## src/rtl/apb_cmd_master.sv

```systemverilog
// ---------------------------------------------------------------------------
// apb_cmd_master
//
// APB4 master driven by a small command FIFO. A sequencer pushes commands
// (read or write, address, data, strobes). The master runs each command as
// one SETUP/ACCESS transfer and honours slave wait states. It then returns
// read data and the slave error flag on a response handshake. At most one
// response is outstanding at a time.
//
// Optional feature (macro APB_TIMEOUT_EN):
//   When defined, an ACCESS phase that sees apb_pready low for TIMEOUT
//   consecutive cycles is aborted. The response then reports rsp_err=1,
//   rsp_timeout=1 and rsp_rdata=0. When undefined, ACCESS waits
//   indefinitely and rsp_timeout is tied to 0.
//
// Parameters:
//   ADDR_W     APB address width
//   DATA_W     APB data width (multiple of 8), strobe width is DATA_W/8
//   CMD_DEPTH  command FIFO depth (power of 2, >= 2)
//   TIMEOUT    ACCESS cycles with pready low before abort (APB_TIMEOUT_EN)
//
// Ports:
//   sys_clk, sys_rst_n         clock, asynchronous active-low reset
//   cmd_valid/cmd_ready        command handshake
//   cmd_write/addr/wdata/strb  command payload
//   rsp_valid/rsp_ready        response handshake
//   rsp_rdata/rsp_err/timeout  response payload
//   apb_psel/penable/pwrite    APB control (registered)
//   apb_paddr/pwdata/pstrb     APB payload (registered)
//   apb_prdata/pready/pslverr  APB slave response
//   busy                       transfer in progress or commands queued
//   fifo_level                 command FIFO occupancy
//   dbg_state                  current FSM state (IDLE=0, SETUP=1, ACCESS=2)
//
// Handshakes (cmd_* and rsp_*): a beat transfers on a rising edge where
// valid and ready are both 1. A source holds valid and the payload stable
// until that edge. cmd_ready depends only on the registered FIFO count.
// rsp_valid, once set, stays set with a stable payload until consumed.
// ---------------------------------------------------------------------------
module apb_cmd_master #(
  parameter int ADDR_W    = 12,
  parameter int DATA_W    = 32,
  parameter int CMD_DEPTH = 4,
  parameter int TIMEOUT   = 16
) (
  input  logic                       sys_clk,
  input  logic                       sys_rst_n,
  input  logic                       cmd_valid,
  output logic                       cmd_ready,
  input  logic                       cmd_write,
  input  logic [ADDR_W-1:0]          cmd_addr,
  input  logic [DATA_W-1:0]          cmd_wdata,
  input  logic [DATA_W/8-1:0]        cmd_strb,
  output logic                       rsp_valid,
  input  logic                       rsp_ready,
  output logic [DATA_W-1:0]          rsp_rdata,
  output logic                       rsp_err,
  output logic                       rsp_timeout,
  output logic                       apb_psel,
  output logic                       apb_penable,
  output logic                       apb_pwrite,
  output logic [ADDR_W-1:0]          apb_paddr,
  output logic [DATA_W-1:0]          apb_pwdata,
  output logic [DATA_W/8-1:0]        apb_pstrb,
  input  logic [DATA_W-1:0]          apb_prdata,
  input  logic                       apb_pready,
  input  logic                       apb_pslverr,
  output logic                       busy,
  output logic [$clog2(CMD_DEPTH):0] fifo_level,
  output logic [1:0]                 dbg_state
);

  localparam int STRB_W = DATA_W / 8;
  localparam int PTR_W  = $clog2(CMD_DEPTH);
  localparam int CNT_W  = PTR_W + 1;

  localparam logic [CNT_W-1:0] DEPTH_C = CNT_W'(CMD_DEPTH);

  localparam logic [1:0] ST_IDLE   = 2'd0;
  localparam logic [1:0] ST_SETUP  = 2'd1;
  localparam logic [1:0] ST_ACCESS = 2'd2;

  // -------------------------------------------------------------------------
  // Command FIFO
  // -------------------------------------------------------------------------
  logic              fifo_write_mem [CMD_DEPTH];
  logic [ADDR_W-1:0] fifo_addr_mem  [CMD_DEPTH];
  logic [DATA_W-1:0] fifo_wdata_mem [CMD_DEPTH];
  logic [STRB_W-1:0] fifo_strb_mem  [CMD_DEPTH];

  logic [PTR_W-1:0] wr_ptr;
  logic [PTR_W-1:0] rd_ptr;
  logic [CNT_W-1:0] count;

  logic fifo_empty;
  logic fifo_full;
  logic push;
  logic pop;

  logic [1:0] state;
  logic [1:0] state_next;

  logic rsp_free;
  logic done_ok;
  logic done_to;
  logic rsp_timeout_q;

  assign fifo_empty = (count == '0);
  assign fifo_full  = (count == DEPTH_C);

  // A full FIFO refuses a push even if a pop happens on the same edge,
  // because cmd_ready must come from the registered count only.
  assign cmd_ready  = !fifo_full;
  assign push       = cmd_valid && !fifo_full;

  // The response slot is free if empty or being consumed this edge; this
  // guard is what keeps at most one response outstanding.
  assign rsp_free   = !rsp_valid || rsp_ready;
  assign pop        = (state == ST_IDLE) && !fifo_empty && rsp_free;

  // Storage needs no reset: entries are only read when count says valid.
  always_ff @(posedge sys_clk) begin
    if (push) begin
      fifo_write_mem[wr_ptr] <= cmd_write;
      fifo_addr_mem[wr_ptr]  <= cmd_addr;
      fifo_wdata_mem[wr_ptr] <= cmd_wdata;
      fifo_strb_mem[wr_ptr]  <= cmd_strb;
    end
  end

  // Pointers wrap naturally because CMD_DEPTH is a power of two.
  always_ff @(posedge sys_clk or negedge sys_rst_n) begin
    if (!sys_rst_n) begin
      wr_ptr <= '0;
      rd_ptr <= '0;
    end else begin
      if (push) begin
        wr_ptr <= wr_ptr + PTR_W'(1);
      end
      if (pop) begin
        rd_ptr <= rd_ptr + PTR_W'(1);
      end
    end
  end

  always_ff @(posedge sys_clk or negedge sys_rst_n) begin
    if (!sys_rst_n) begin
      count <= '0;
    end else begin
      case ({push, pop})
        2'b10:   count <= count + CNT_W'(1);
        2'b01:   count <= count - CNT_W'(1);
        default: count <= count;
      endcase
    end
  end

  // -------------------------------------------------------------------------
  // Transfer completion
  // -------------------------------------------------------------------------
  assign done_ok = (state == ST_ACCESS) && apb_pready;

`ifdef APB_TIMEOUT_EN
  localparam int TO_W = $clog2(TIMEOUT) + 1;
  localparam logic [TO_W-1:0] TO_LAST = TO_W'(TIMEOUT - 1);

  logic [TO_W-1:0] to_count;

  // to_count holds the number of earlier low-pready ACCESS cycles. The
  // current low cycle is the TIMEOUT-th one when it equals TIMEOUT-1. A
  // pready on that same cycle wins and counts as a normal completion.
  assign done_to = (state == ST_ACCESS) && !apb_pready && (to_count == TO_LAST);

  always_ff @(posedge sys_clk or negedge sys_rst_n) begin
    if (!sys_rst_n) begin
      to_count <= '0;
    end else if (state == ST_SETUP) begin
      to_count <= '0;
    end else if ((state == ST_ACCESS) && !apb_pready && !done_to) begin
      to_count <= to_count + TO_W'(1);
    end
  end
`else
  logic unused_timeout_cfg;

  assign unused_timeout_cfg = (TIMEOUT != 0);
  assign done_to            = 1'b0;
`endif

  // -------------------------------------------------------------------------
  // FSM
  // -------------------------------------------------------------------------
  always_comb begin
    state_next = state;
    case (state)
      ST_IDLE: begin
        if (pop) begin
          state_next = ST_SETUP;
        end
      end
      ST_SETUP: begin
        state_next = ST_ACCESS;
      end
      ST_ACCESS: begin
        if (done_ok || done_to) begin
          state_next = ST_IDLE;
        end
      end
      default: begin
        state_next = ST_IDLE;
      end
    endcase
  end

  always_ff @(posedge sys_clk or negedge sys_rst_n) begin
    if (!sys_rst_n) begin
      state <= ST_IDLE;
    end else begin
      state <= state_next;
    end
  end

  assign dbg_state  = state;
  assign busy       = (state != ST_IDLE) || !fifo_empty;
  assign fifo_level = count;

  // -------------------------------------------------------------------------
  // APB control and payload
  // -------------------------------------------------------------------------
  // psel rises with the pop and falls at completion. So psel/penable follow
  // SETUP/ACCESS exactly, and IDLE always gives at least one psel-low cycle
  // between transfers.
  always_ff @(posedge sys_clk or negedge sys_rst_n) begin
    if (!sys_rst_n) begin
      apb_psel    <= 1'b0;
      apb_penable <= 1'b0;
    end else begin
      if (pop) begin
        apb_psel <= 1'b1;
      end else if (done_ok || done_to) begin
        apb_psel <= 1'b0;
      end

      if (state == ST_SETUP) begin
        apb_penable <= 1'b1;
      end else if (done_ok || done_to) begin
        apb_penable <= 1'b0;
      end
    end
  end

  // The payload is loaded only on pop, so it stays constant through the
  // whole transfer. Read strobes are forced to zero. Read pwdata keeps
  // whatever the command carried.
  always_ff @(posedge sys_clk or negedge sys_rst_n) begin
    if (!sys_rst_n) begin
      apb_pwrite <= 1'b0;
      apb_paddr  <= '0;
      apb_pwdata <= '0;
      apb_pstrb  <= '0;
    end else if (pop) begin
      apb_pwrite <= fifo_write_mem[rd_ptr];
      apb_paddr  <= fifo_addr_mem[rd_ptr];
      apb_pwdata <= fifo_wdata_mem[rd_ptr];
      apb_pstrb  <= fifo_write_mem[rd_ptr] ? fifo_strb_mem[rd_ptr] : '0;
    end
  end

  // -------------------------------------------------------------------------
  // Response register
  // -------------------------------------------------------------------------
  // Consumption and a new completion never coincide. A transfer starts only
  // once the slot is free, so the set below never overwrites a held response.
  always_ff @(posedge sys_clk or negedge sys_rst_n) begin
    if (!sys_rst_n) begin
      rsp_valid     <= 1'b0;
      rsp_rdata     <= '0;
      rsp_err       <= 1'b0;
      rsp_timeout_q <= 1'b0;
    end else begin
      if (rsp_valid && rsp_ready) begin
        rsp_valid <= 1'b0;
      end

      if (done_ok) begin
        rsp_valid     <= 1'b1;
        rsp_rdata     <= apb_pwrite ? '0 : apb_prdata;
        rsp_err       <= apb_pslverr;
        rsp_timeout_q <= 1'b0;
      end else if (done_to) begin
        rsp_valid     <= 1'b1;
        rsp_rdata     <= '0;
        rsp_err       <= 1'b1;
        rsp_timeout_q <= 1'b1;
      end
    end
  end

`ifdef APB_TIMEOUT_EN
  assign rsp_timeout = rsp_timeout_q;
`else
  logic unused_rsp_timeout_q;

  assign unused_rsp_timeout_q = rsp_timeout_q;
  assign rsp_timeout          = 1'b0;
`endif

endmodule

```

## config.mk

```make
export PLATFORM = sky130hd
export DESIGN_NAME = apb_cmd_master
export DESIGN_NICKNAME = d
export VERILOG_FILES = /design/src/rtl/apb_cmd_master.sv
export SDC_FILE = /design/constraint.sdc
export NUM_CORES = 1
export LEC_CHECK = 0
export ABC_AREA = 1
export ABC_CLOCK_PERIOD_IN_PS = 4200
export CORE_ASPECT_RATIO = 1.5
export CORE_MARGIN = 5
export CORE_UTILIZATION = 54
export DETAILED_ROUTE_END_ITERATION = 10
export PLACE_DENSITY_LB_ADDON = 0.1
export SLEW_MARGIN = 20
export SYNTH_ARGS = -nofsm -noshare
export SYNTH_HDL_FRONTEND = slang
export SYNTH_SLANG_ARGS = --single-unit
```

## constraint.sdc

```tcl
create_clock -name sys_clk -period 4.2 [get_ports sys_clk]
set_clock_uncertainty 0.1 [all_clocks]
set_input_delay 1.05 -clock sys_clk [delete_from_list [all_inputs] [get_ports sys_clk]]
set_output_delay 1.05 -clock sys_clk [all_outputs]
set_load 0.02 [all_outputs]
```

Word level (Yosys, flattened, before mapping). Memory sizes are Yosys's and may differ from the RTL's. A register that Yosys moved wholly into a read port is not among the register bits. Cells that the tools add are included.

Memory bits (writable): 196. Memories kept: 4. Word-level logic and storage cells: 59. Bits in registers: 50.

Equal/unequal tests: 7. Reductions and logical operators: 20. $add $sub $neg: 4. Mux-type cells: 13.

Memories: fifo_wdata_mem (words 4, width 32, read ports 1, clocked after memory_dff 1, write ports 1, RTL line 88) `logic [DATA_W-1:0] fifo_wdata_mem [CMD_DEPTH];`; fifo_addr_mem (words 4, width 12, read ports 1, clocked after memory_dff 1, write ports 1, RTL line 87) `logic [ADDR_W-1:0] fifo_addr_mem [CMD_DEPTH];`; fifo_strb_mem (words 4, width 4, read ports 1, clocked after memory_dff 0, write ports 1, RTL line 89) `logic [STRB_W-1:0] fifo_strb_mem [CMD_DEPTH];`; fifo_write_mem (words 4, width 1, read ports 1, clocked after memory_dff 0, write ports 1, RTL line 86) `logic fifo_write_mem [CMD_DEPTH];`.

Operator list (count): $mux 32 (1); $reduce_bool 2->1 (5); $mux 1 (7); $pmux 2 s3 (1); $pmux 3 s2 (1); $logic_and 1x1->1 (5); $logic_not 1->1 (5); $add 2x1->2 const B (2); $eq 2x1->1 const B (2); $eq 2x2->1 const B (2); $mux 2 (2); $mux 4 (1); $ne 2x2->1 const B (2); $add 3x1->3 const B (1); $eq 3x3->1 const B (1); $logic_not 3->1 (1); $sub 3x1->3 const B (1); $logic_not 2->1 (1); $logic_or 1x1->1 (2); $reduce_and 2->1 (1).

Longest topological paths before layout.
Depth in word-level cells: 6. Gate-level depth with buffers: 11. Depth with buffers taken out: 10.

Least setup slack after synthesis. Ideal clock, no wire load.

Path kind: input to register. From: in cmd_valid. To: mem fifo_addr_mem[0][0], enable pin. Data arrival time: 3.296 ns. Required time: 3.644 ns. Path slack: 0.348 ns. Cell stages on the path: 2. Cell sequence: nand2_1 nor2_1.

Longest elaborated chain between the ends: 3.

Ends and longest elaborated chain: from (decl) (RTL line 48) `input logic cmd_valid,`; $logic_and 1x1->1 (RTL line 114) `assign push = cmd_valid && !fifo_full;`; $mux 1 (RTL line 123) `if (push) begin`; $mux 1 (not written as such) (RTL line 125) `fifo_addr_mem[wr_ptr] <= cmd_addr;`; to (decl) (RTL line 87).

Every way passes these cells.

Worst setup path after layout.
From: reg count[1], in the netlist fifo_level[1]. To: out busy.

Longest elaborated chain between the ends: 3.

Ends and longest elaborated chain: from (decl) (RTL line 93) `logic [CNT_W-1:0] count;`; from (signal assigned) (RTL line 151) `2'b10: count <= count + CNT_W'(1);`; from (signal assigned) (RTL line 152) `2'b01: count <= count - CNT_W'(1);`; from (signal assigned) (RTL line 153) `default: count <= count;`; $logic_not 3->1 (RTL line 108) `assign fifo_empty = (count == '0);`; $logic_not 1->1 (RTL line 224) `assign busy = (state != ST_IDLE) || !fifo_empty;`; $logic_or 1x1->1 (RTL line 224); to (decl) (RTL line 68) `output logic busy,`.

Every way passes these cells.

==> results_dict.tcl <==
set metrics [dict create \
    num_antenna_cells 0 \
    drv_cap 0 \
    finalHoldViolCount 0 \
    dpl.hpwl_um 14100 \
    p_leak_nw 5.86 \
    place_congestion 0.735 \
    syn_area_um2 11400 \
    outcome "complete, no violations" \
    start_util_pct 54.5 \
    cts_buffers 26 \
    track_usage_pct 19.9 \
    routed_via_density 5.17 \
    rsz0062_at_grt "false" \
    drt_pre_antenna_iters 5 \
    vias 7355 \
    worst_setup_path_end_kind "output pin" \
    grt_pass1_wl_um 38400 \
    drc_errors 0 \
    finalCritPeriodShare_pct 72.8 \
    drt-total-wl_um 24000 \
    cts_post_setup_buffers_inserted 0 \
    synthCells 970 \
    ys_warn_count 0 \
    worstHoldPathType "reg -> reg" \
    grt_pass1_vias 7423 \
    yosysUniqueCellTypes 26 \
    antenna_found_initial 0 \
    rows 65 \
    cts_tree "built" \
    slew_violations 0 \
    synth_top_cell_area_share_pct 51.6 \
    whs_ns 0.369 \
    drive_gt1_share_pct 7.89 \
    clock_sinks 290 \
    crit_required_ns 3.05 \
    wire_per_inst_um 16.9 \
    cts_hold_buffers 0 \
    core_area_um2 20900 \
    synth.avg_cell_area_um2 11.7 \
    synth_area_leaders "edfxtp_1 (52%), dfrtp_1 (21%), nand2_1 (6.7%)" \
    slew_headroom_pct 25.3 \
    cp.arrival_ns 1.91 \
    ctsResizeCount 0 \
    period_needed_ns 3.06 \
    cts_root_buf "clkbuf_16" \
    die_w_um 129 \
    finalSetupViolCount 0 \
    ant_nets 0 \
    ys_seq_area_share_pct 72.3 \
    start_kind "register" \
    path_clk_slew_ns 0.06 \
    dieHeight_um 188 \
    crit_type "reg -> out" \
    fillers 1510 \
    htreeDepth 1 \
    grt_overflow_total 0 \
    ios 180 \
    vdd.ir_drop.worst_mv 0.519 \
    grt_max_degree 98 \
    syn_to_final_growth_pct 25.2 \
    placed_area_um2 13400 \
    cp_max_fo 3 \
    syn-num-nets 1063 \
    stdcell_area_um2 14300 \
    tns_ns 0 \
    clock_latency_ns 0.52 \
    nNetsFinal 1227 \
    synth.largest_area_cell "edfxtp_1" \
    ys_seq_elements 290 \
    p_per_area_nw_per_um2 751 \
    drtIter0Drc 486 \
    clk_path_buf_depth 3 \
    clock.fmax_mhz 327 \
    io_buffers 178 \
    fin_util_pct 68.3 \
    tightest_slew_ns 1.12 \
    die_area_um2 24200 \
]
-- layer usage --
metal / part of all wire (%) / up-vias / global-route usage (%)
met1: 40 / 3527 / 25.0
met5: 0 / - / 0
li1: - / 3587 / -
met4: 1.5 / 0 / 4.37
met3: 6.4 / 25 / 3.42
met2: 52 / 216 / 36.0
-- flip-flops by register name, summed over array words and instances (netlist names), 2 cells and up --
register / count
fifo_wdata_mem: 128
fifo_addr_mem: 48
apb_pwdata: 32
rsp_rdata: 32
fifo_strb_mem: 16
apb_paddr: 12
apb_pstrb: 4
fifo_write_mem: 4
fifo_level: 3
dbg_state: 2
rd_ptr: 2
wr_ptr: 2
-- final timing paths --
path | startpoint | to | slack [ns] | depth (start not counted)
worst max-delay path | fifo_level[1] | busy | 1.14 | 5
worst min-delay path | rsp_err | rsp_err | 0.37 | 2
worst max register to register | fifo_level[1] | fifo_level[2] | 1.81 | 9
worst min register to register | rsp_err | rsp_err | 0.37 | 2
max in group asynchronous | sys_rst_n | apb_pwdata[29] | 2.77 | 2
min in group asynchronous | sys_rst_n | apb_penable | 0.54 | 1
-- final cells by class --
| type | count | area (um^2) | area share (%) |
|---|---|---|---|
| Clock inverter | 11 | 87.6 | 0.614 |
| Inverter | 125 | 469 | 3.29 |
| Clock buffer | 37 | 773 | 5.42 |
| Timing Repair Buffer | 190 | 1920 | 13.5 |
| Sequential cell | 290 | 8240 | 57.8 |
| Tap cell | 268 | 335 | 2.35 |
| Multi-Input combinational cell | 501 | 2440 | 17.1 |
-- cells by family after synthesis --
kind of cell	share of synthesized area, %
buf+inv	6.67
xor+xnor	0.307
simple gates	9.97
flops	72.3
fa+ha+maj	0.725
other cells	0.0329
compound gates	10.0
-- power breakdown --
part	internal [mW]	switching, mW	leakage, nW
sequential	3.93	0.468	2.96
combinational	1.54	2.46	2.47
clock	1.34	0.982	0.424
-- cells in the final DEF, fill, tap and decap left out, types with 2 or more instances in the layout --
master / Yosys / final
clkbuf_1: 23 / 4
inv_2: 2 / 2
clkinv_2: 0 / 6
nor2_4: 1 / 5
o21ai_1: 32 / 32
a21oi_1: 70 / 70
a21oi_2: 20 / 20
buf_4: 2 / 9
xor2_1: 3 / 3
nor2_2: 2 / 2
nand3_1: 63 / 62
clkdlybuf4s50_1: 0 / 177
dfrtp_1: 94 / 92
ha_1: 5 / 5
o21ai_0: 91 / 91
clkbuf_8: 0 / 6
nand2_1: 203 / 202
nor2_1: 6 / 2
clkinvlp_4: 0 / 2
clkbuf_16: 0 / 27
edfxtp_1: 196 / 196
buf_12: 0 / 4
inv_1: 123 / 123
-- worst max-delay path, cell delays in order (launching register included) --
cell	delay (ns)
dfrtp_1	0.39
inv_1	0.11
nand3_1	0.12
inv_1	0.15
nand2_1	0.06
clkdlybuf4s50_1	0.55
-- synth_stat cells --
library cell / instances
a21oi_2: 20
edfxtp_1: 196
nand2_1: 203
clkbuf_1: 23
o21ai_1: 32
nor2_4: 1
buf_2: 21
or2_2: 1
inv_2: 2
o21ai_0: 91
conb_1: 1
buf_6: 4
nor2_1: 6
buf_8: 2
nand3_1: 63
xor2_1: 3
nand2_2: 1
buf_4: 2
nor2_2: 2
xnor2_1: 1
dfrtp_1: 94
a21oi_1: 70
ha_1: 5
fa_1: 1
clkbuf_2: 2
inv_1: 123
-- per-stage QoR --
stage | worst slack, ns | std cells | power (mW)
CTS | 1.12 | 1422 | 10.9
detailed placement | 0.949 | 1374 | 8.52
global route | 0.989 | 1422 | 11.5
global placement | 0.978 | 1374 | 8.42
finish | 1.14 | 1422 | 10.7
floorplan | 0.348 | 970 | 6.88
No activity file was read; power rests on OpenSTA's default activity.
